===== config.mk =====
export PLATFORM = sky130hd
export DESIGN_NAME = bdc_line_scheduler
export DESIGN_NICKNAME = d
export VERILOG_FILES = /design/src/rtl/bdc_line_scheduler.sv
export SDC_FILE = /design/constraint.sdc
export NUM_CORES = 1
export LEC_CHECK = 0
export ABC_AREA = 1
export ABC_CLOCK_PERIOD_IN_PS = 4250
export BUFFER_PORTS_ARGS = -buffer_cell sky130_fd_sc_hd__buf_2
export CAP_MARGIN = 20
export CELL_PAD_IN_SITES_DETAIL_PLACEMENT = 0
export CELL_PAD_IN_SITES_GLOBAL_PLACEMENT = 2
export CORE_MARGIN = 1.5
export CORE_UTILIZATION = 35
export DETAILED_ROUTE_END_ITERATION = 10
export GPL_TIMING_DRIVEN = 0
export PLACE_DENSITY_LB_ADDON = 0.12
export SYNTH_ARGS = -nofsm -noshare
export SYNTH_HDL_FRONTEND = slang
export SYNTH_SLANG_ARGS = --single-unit

===== constraint.sdc =====
create_clock -name clk -period 4.25 [get_ports clk]
set_input_delay 0.2125 -clock clk [delete_from_list [all_inputs] [get_ports clk]]
set_output_delay 0.2125 -clock clk [all_outputs]
set_load 0.03 [all_outputs]

===== src/rtl/bdc_line_scheduler.sv =====
// Line-buffer row scheduler for a barrel-distortion corrector: tracks stored input rows
// against completed output rows and releases each output row once its lookahead is buffered.
module bdc_line_scheduler #(
  parameter int unsigned HEIGHT       = 1080,
  parameter int unsigned BUFFER_LINES = 4,
  parameter int unsigned LOOKAHEAD    = 1,
  parameter int unsigned COORD_WIDTH  = 16
) (
  input  logic                   clk,
  input  logic                   rst,
  input  logic                   frame_start_i,
  input  logic                   line_done_i,
  output logic                   line_accept_o,
  output logic                   row_start_o,
  output logic [COORD_WIDTH-1:0] row_y_o,
  input  logic                   row_done_i,
  output logic                   frame_busy_o,
  output logic                   frame_done_o,
  output logic                   err_o
);

  localparam int unsigned CW = COORD_WIDTH;
  localparam int unsigned NW = COORD_WIDTH + 1;
  localparam logic [NW-1:0] L_HEIGHT = NW'(HEIGHT);
  localparam logic [NW-1:0] L_LOOK1  = NW'(LOOKAHEAD + 1);
  localparam logic [NW-1:0] L_BUF    = NW'(BUFFER_LINES);
  localparam logic [CW-1:0] L_LAST   = CW'(HEIGHT - 1);

  typedef enum logic [2:0] {
    S_IDLE,
    S_FILL,
    S_ISSUE,
    S_WAIT_ROW,
    S_DONE
  } state_t;

  state_t        r_state;
  logic [CW-1:0] r_lines_wr;
  logic [CW-1:0] r_rows_done;
  logic [CW-1:0] r_row_y;
  logic          r_line_accept;
  logic          r_row_start;
  logic          r_busy;
  logic          r_frame_done;
  logic          r_err;

  logic [NW-1:0] w_need_raw;
  logic [NW-1:0] w_need;
  logic          w_fill_ok;
  logic          w_row_inc;
  logic          w_line_room;
  logic          w_line_inc;
  logic          w_last;
  logic          w_busy_nxt;
  logic [CW-1:0] w_lines_nxt;
  logic [CW-1:0] w_rows_nxt;
  logic [CW-1:0] w_occ_nxt;
  logic          w_accept_nxt;
  logic          w_abort;
  logic          w_err;

  // Rows needed before the current output row may start, clamped at the frame bottom.
  assign w_need_raw = {1'b0, r_row_y} + L_LOOK1;
  assign w_need     = (w_need_raw > L_HEIGHT) ? L_HEIGHT : w_need_raw;
  assign w_fill_ok  = ({1'b0, r_lines_wr} >= w_need);

  // A row completing in the same cycle frees a slot, so a full buffer may still take a line.
  assign w_row_inc   = row_done_i && (r_state == S_WAIT_ROW);
  assign w_line_room = r_line_accept ||
                       (w_row_inc && r_busy && ({1'b0, r_lines_wr} < L_HEIGHT));
  assign w_line_inc  = line_done_i && w_line_room;
  assign w_last      = w_row_inc && (r_row_y == L_LAST);

  assign w_lines_nxt = frame_start_i ? '0 : r_lines_wr + CW'(w_line_inc);
  assign w_rows_nxt  = frame_start_i ? '0 : r_rows_done + CW'(w_row_inc);
  assign w_occ_nxt   = w_lines_nxt - w_rows_nxt;
  assign w_busy_nxt  = frame_start_i ? 1'b1 : (w_last ? 1'b0 : r_busy);

  // Accept is computed from post-edge counters so it never lags the buffer state.
  assign w_accept_nxt = w_busy_nxt && (NW'(w_occ_nxt) < L_BUF) &&
                        (NW'(w_lines_nxt) < L_HEIGHT);

  assign w_abort = frame_start_i &&
                   ((r_state == S_FILL) || (r_state == S_ISSUE) || (r_state == S_WAIT_ROW));
  assign w_err   = (line_done_i && !w_line_room) ||
                   (row_done_i && (r_state != S_WAIT_ROW)) ||
                   w_abort;

  always_ff @(posedge clk or posedge rst) begin
    if (rst) begin
      r_state       <= S_IDLE;
      r_lines_wr    <= '0;
      r_rows_done   <= '0;
      r_row_y       <= '0;
      r_line_accept <= 1'b0;
      r_row_start   <= 1'b0;
      r_busy        <= 1'b0;
      r_frame_done  <= 1'b0;
      r_err         <= 1'b0;
    end else begin
      r_lines_wr    <= w_lines_nxt;
      r_rows_done   <= w_rows_nxt;
      r_busy        <= w_busy_nxt;
      r_line_accept <= w_accept_nxt;
      r_row_start   <= 1'b0;
      r_frame_done  <= 1'b0;
      if (w_err) begin
        r_err <= 1'b1;
      end
      if (frame_start_i) begin
        r_state <= S_FILL;
        r_row_y <= '0;
      end else begin
        case (r_state)
          S_IDLE: r_state <= S_IDLE;
          S_FILL: begin
            if (w_fill_ok) begin
              r_state     <= S_ISSUE;
              r_row_start <= 1'b1;
            end
          end
          S_ISSUE: r_state <= S_WAIT_ROW;
          S_WAIT_ROW: begin
            if (w_row_inc) begin
              if (w_last) begin
                r_state      <= S_DONE;
                r_frame_done <= 1'b1;
              end else begin
                r_row_y <= r_row_y + CW'(1);
                r_state <= S_FILL;
              end
            end
          end
          S_DONE:  r_state <= S_IDLE;
          default: r_state <= S_IDLE;
        endcase
      end
    end
  end

  assign line_accept_o = r_line_accept;
  assign row_start_o   = r_row_start;
  assign row_y_o       = r_row_y;
  assign frame_busy_o  = r_busy;
  assign frame_done_o  = r_frame_done;
  assign err_o         = r_err;

endmodule

# Yosys cells after proc, flatten, opt, wreduce, memory -nomap -nowiden
# Cells that the tools add are included.
[op_classes]
add_sub_neg = 5
n_lt_le_gt_ge = 5
n_eq_ne = 8
n_mux = 21
n_reduce_logical = 20
[ops]
columns = ["cell", "count"]
rows = [
  ["16-bit two-way mux", 6],
  ["16-bit by 1-bit adder with 16-bit output", 2],
  ["16-bit by 11-bit less-than comparator with 1-bit output (second input constant)", 2],
  ["16-bit by 2-bit adder with 17-bit output (second input constant)", 1],
  ["16-bit by 17-bit greater-or-equal comparator with 1-bit output", 1],
  ["17-bit by 11-bit greater-than comparator with 1-bit output (second input constant)", 1],
  ["17-bit two-way mux", 1],
  ["16-bit by 1-bit adder with 16-bit output (second input constant)", 1],
  ["16-bit by 11-bit == test with 1-bit output (second input constant)", 1],
  ["16-bit by 3-bit less-than comparator with 1-bit output (second input constant)", 1],
  ["16-bit subtractor", 1],
  ["3-bit two-way mux", 4],
  ["1-bit logical AND", 10],
  ["1-bit two-way mux", 9],
  ["3-bit case mux with 3 select lines", 1],
  ["3-bit by 2-bit == test with 1-bit output (second input constant)", 2],
  ["3-bit != test (second input constant)", 2],
  ["1-bit logical OR", 5],
  ["2-bit nonzero test", 2],
  ["3-bit by 1-bit == test with 1-bit output (second input constant)", 1],
  ["3-bit by 2-bit != test with 1-bit output (second input constant)", 1],
  ["3-bit AND reduction", 1],
  ["2-bit != test (second input constant)", 1],
  ["2-bit AND reduction", 1],
  ["1-bit zero test", 1],
]
[totals]
regBits = 56
inputBits = 5
output_inout_bits = 21
word_cells = 68

# Logic depth before layout (Yosys ltp)
[logic_depth]
depth_word = 12
depth_mapped = 30
depth_no_buf = 30

# Worst setup path after synthesis
# No wires, ideal clock.
[synth_timing]
path_kind = "register -> register"
startpoint = "register r_row_y[1], in the netlist row_y_o[1]"
endpoint = "register r_state[1]"
arrival_ps = 3229
t_required_ps = 4131
path_slack_ps = 902
path_stages_with_launch = 23
path_buffers = 0
path_cell_list = "dfrtp_1 ha_1 nand2_1 inv_1 nand2_1 nor2_2 nand3_1 xor2_1 nand2_1 nand3b_1 nor2_4 inv_2 or2_1 ha_1 a21oi_1 o21ai_0 a211oi_1 o21ai_0 nand2_1 nand2_1 nand2_1 nand3_1 o21a_1"
[synth_between]
elab_chain_cells = 6
[synth_lines]
columns = ["element", "line", "rtl"]
rows = [
  ["from (decl)", "40", "logic [CW-1:0] r_row_y;"],
  ["from (signal assigned)", "129", "r_row_y <= r_row_y + CW'(1);"],
  ["16-bit by 2-bit adder with 17-bit output (*)", "63", "assign w_need_raw = {1'b0, r_row_y} + L_LOOK1;"],
  ["17-bit by 11-bit greater-than comparator with 1-bit output", "64", "assign w_need = (w_need_raw > L_HEIGHT) ? L_HEIGHT : w_need_raw;"],
  ["17-bit two-way mux (*)", "64", ""],
  ["16-bit by 17-bit greater-or-equal comparator with 1-bit output (*)", "65", "assign w_fill_ok = ({1'b0, r_lines_wr} >= w_need);"],
  ["3-bit != test (no source line) (*)", "--", ""],
  ["2-bit AND reduction (no source line) (*)", "--", ""],
  ["to (signal assigned)", "91", "r_state <= S_IDLE;"],
  ["to (signal assigned)", "111", "r_state <= S_FILL;"],
  ["to (signal assigned)", "115", "S_IDLE: r_state <= S_IDLE;"],
  ["to (decl)", "37", "state_t r_state;"],
]
# Mark *: on every way between the ends. The rest lies on a longest branch, timed or not.
# A chain may end at the register's enable or synchronous reset.

# Final worst setup path
[layout_timing]
startpoint = "register r_lines_wr[4]"
endpoint = "register r_line_accept, in the netlist line_accept_o"
[layout_between]
elab_chain_cells = 10
word_cells_on_any_way = 11
[layout_lines]
columns = ["element", "line", "rtl"]
rows = [
  ["from (decl)", "38", "logic [CW-1:0] r_lines_wr;"],
  ["from (signal assigned)", "101", "r_lines_wr <= w_lines_nxt;"],
  ["16-bit by 11-bit less-than comparator with 1-bit output", "70", "(w_row_inc && r_busy && ({1'b0, r_lines_wr} < L_HEIGHT));"],
  ["1-bit logical AND", "70", ""],
  ["1-bit logical OR", "69", "assign w_line_room = r_line_accept ||"],
  ["1-bit logical AND", "71", "assign w_line_inc = line_done_i && w_line_room;"],
  ["16-bit by 1-bit adder with 16-bit output (*)", "74", "assign w_lines_nxt = frame_start_i ? '0 : r_lines_wr + CW'(w_line_inc);"],
  ["16-bit two-way mux (*)", "74", ""],
  ["net w_lines_nxt[4]", "55", "logic [CW-1:0] w_lines_nxt;"],
  ["16-bit subtractor", "76", "assign w_occ_nxt = w_lines_nxt - w_rows_nxt;"],
  ["16-bit by 3-bit less-than comparator with 1-bit output", "80", "assign w_accept_nxt = w_busy_nxt && (NW'(w_occ_nxt) < L_BUF) &&"],
  ["1-bit logical AND", "80", ""],
  ["1-bit logical AND (*)", "80", ""],
  ["net w_accept_nxt", "58", "logic w_accept_nxt;"],
  ["to (signal assigned)", "104", "r_line_accept <= w_accept_nxt;"],
  ["to (decl)", "41", "logic r_line_accept;"],
]
# Mark *: on every way through the listed nets, which the timed path passes. The rest lies on a longest branch.

==> impl_metrics.toml <==
[timing]
hold_slack_ns = 0.157
timing.final.ws_setup_ns = 0.472
setup_viol = 0
period_share_pct = 88.9
maxClockFrequency_ghz = 0.265
finalHoldViolCount = 0
maxSlewHeadroom_pct = 52.8
finalCriticalPeriod_ns = 3.78
clock_skew_ns = 0.00637
worst_slew_pin_slew_ns = 0.708
drv_slew = 0

[flow_run]
max-cap-violations = 0

[global_routing]
grtUsageMet2_pct = 34.4
grt_busiest_layer = "met2"
grt_first_pass_wirelength_um = 20100
antenna_found_initial = 0
grt_remaining_overflow = 0
grt_use_total_pct = 19.3
grtUsageMet3_pct = 2.59
grt_max_degree = 38
grt_pass1_vias = 4027
use_met1_pct = 24.8

[floorplanning]
start_util_pct = 35.8
core_area_um2 = 12600
dieArea_um2 = 13500
boundaryPins = 26
die_w_um = 116
rows = 41
die_h_um = 116

[placed_design]
dpl-instance-area_um2 = 4880
dpl.hpwl_um = 9870
port_buffers = 25
pre_cts_ws_ns = -0.0992
gp_congestion = 0.843

[routing]
wl_per_cell_um = 13.8
ant_nets = 0
wl_um = 12100
drtIter0Drc = 154
first_pass_iters = 4
route.detailed.drc = 0
vias_per_cell = 4.79
routed-via-count = 4193

[synth]
synth_top_area_share_pct = 31.1
synth_edf_count = 0
synth-main-ff-cell = "dfrtp_1"
ys_seq_area_share_pct = 31.1
yosys_register_bits = 56
synth_common_cells = "nand2_1 (147), inv_1 (104), nor2_1 (90)"
synth_most_common_cell = "nand2_1"
avgSynthCellArea_um2 = 6.79
synth_area_leaders = "dfrtp_1 (31%), nand2_1 (12%), ha_1 (10%)"
synthCells = 663
syn_area_um2 = 4500
yosysWarnings = 0
synth_cell_types = 39
yosys.area.top_type = "dfrtp_1"
ys_async_sr_fraction_pct = 100

[cells_and_area]
drive_gt1_share_pct = 12.2
antennaDiodeCount = 0
final_util_pct = 40.9
area_growth_pct = 14.2
design_area_um2 = 5140
final_nets = 744

[clock_network]
numCtsBuffers = 5
cts_tree = "yes"
cts.sink_count = 56
clk_pin_slew_worst_paths_ns = 0.07
cts_root_buf = "clkbuf_16"
insertion_delay_ns = 0.30
h-tree-depth = 2
cts_buffer_depth = 2

[power]
finalPower_mw = 1.38
max-vdd-ir-drop_uv = 133
power_density_nw_per_um2 = 268
p_leak_nw = 2.58

[setup_path]
path_class = "flip-flop to flip-flop"
crit_slowest_cell = "dfrtp_2"
critPathCaptureType = "flip-flop"
worstPathRequired_ns = 4.48
critPathArrivalTime_ns = 4.01
startpoint_type = "flip-flop"
cp_max_fo = 6
worst_path_largest_cell_delay_ns = 0.45
cp_common_cell = "nand2_1"

[outcome]
outcome = "finished clean"

[worst_hold_path]
hp-class = "input port to flip-flop"
==> worst paths after layout <==
path	startpoint	end	slack, ns	cells past startpoint
worst max-delay path	r_lines_wr[4]	line_accept_o	0.47	28
worst min-delay path	row_done_i	err_o	0.16	3
worst max register to register	r_lines_wr[4]	line_accept_o	0.47	28
worst min register to register	err_o	err_o	0.50	2
max in group asynchronous	rst	r_lines_wr[9]	3.21	4
min in group asynchronous	rst	row_y_o[12]	0.47	3
==> placed cells by master, fill, tap and decap left out, types with 6 or more instances in the layout <==
cell type	count
inv_1	101
o21ai_0	22
xor2_1	16
a211oi_1	6
buf_2	25
nand2_1	145
nor2_1	87
dfrtp_1	50
nand4_1	10
nand2_2	8
nor3_1	22
nor2_2	11
a21oi_1	35
dfrtp_2	6
ha_1	34
nand3_1	54
==> per-stage QoR <==
step | setup TNS [ns] | instances
finish | 0 | 876
global route | -0.00505 | 876
CTS | 0 | 874
detailed placement | -0.0992 | 865
global placement | -0.0312 | 864
floorplan | 0 | 667
==> per-layer routing <==
layer  up-vias  part of all wire, %
met5         -                    0
met4         0                  1.4
met3        11                  1.9
met2        48                   48
met1      1918                   48
li1       2216                    -
==> flip-flops by register name, summed over array words and instances (netlist names) <==
register       count
r_lines_wr        16
r_rows_done       16
row_y_o           16
r_state            3
err_o              1
frame_busy_o       1
frame_done_o       1
line_accept_o      1
row_start_o        1
==> area by class of cell <==
class / instances / area [um^2]
flip-flops and latches: 56 / 1410
clock buffers: 7 / 153
fillers: 1340 / 7430
clock inverters: 1 / 30.0
well taps: 172 / 215
plain buffers: 8 / 38.8
repair buffers: 29 / 170
inverters: 107 / 404
multi-input cells: 496 / 2720
==> timing repair <==
action	CTS	global route
setup endpoints to repair	1	2
gates resized for setup	1	21
pin swaps	0	5
setup buffers	0	2
hold buffers	1	0
hold endpoints to repair	19	0
==> power by group <==
group | internal [mW] | switching, mW
clock network | 0.311 | 0.196
registers | 0.552 | 0.0209
logic | 0.102 | 0.195
total | 0.966 | 0.412
==> logic make-up (layout without fill, tap and decap cells) <==
family,after synthesis,in the layout,share of synthesized area [%]
adder cells (fa/ha/maj),36,36,10.0
buffers and inverters,115,152,9.84
AND/OR/NAND/NOR,357,357,35.4
flip-flops,56,56,31.1
XOR/XNOR,19,19,3.70
AO/OA/AOI/OAI,79,79,9.84
other,1,5,0.0833
==> worst max-delay path, delay by kind of cell, from the launching register on <==
family	cells	cell delay (ns)
buffers and inverters	1	0.09
DFF	1	0.45
AOI/OAI and AO/OA	2	0.41
xor gates and xnor gates	1	0.15
adders and majority gates	3	0.79
and+or+nand+nor	21	1.83
(Power assumes the default switching activity.)
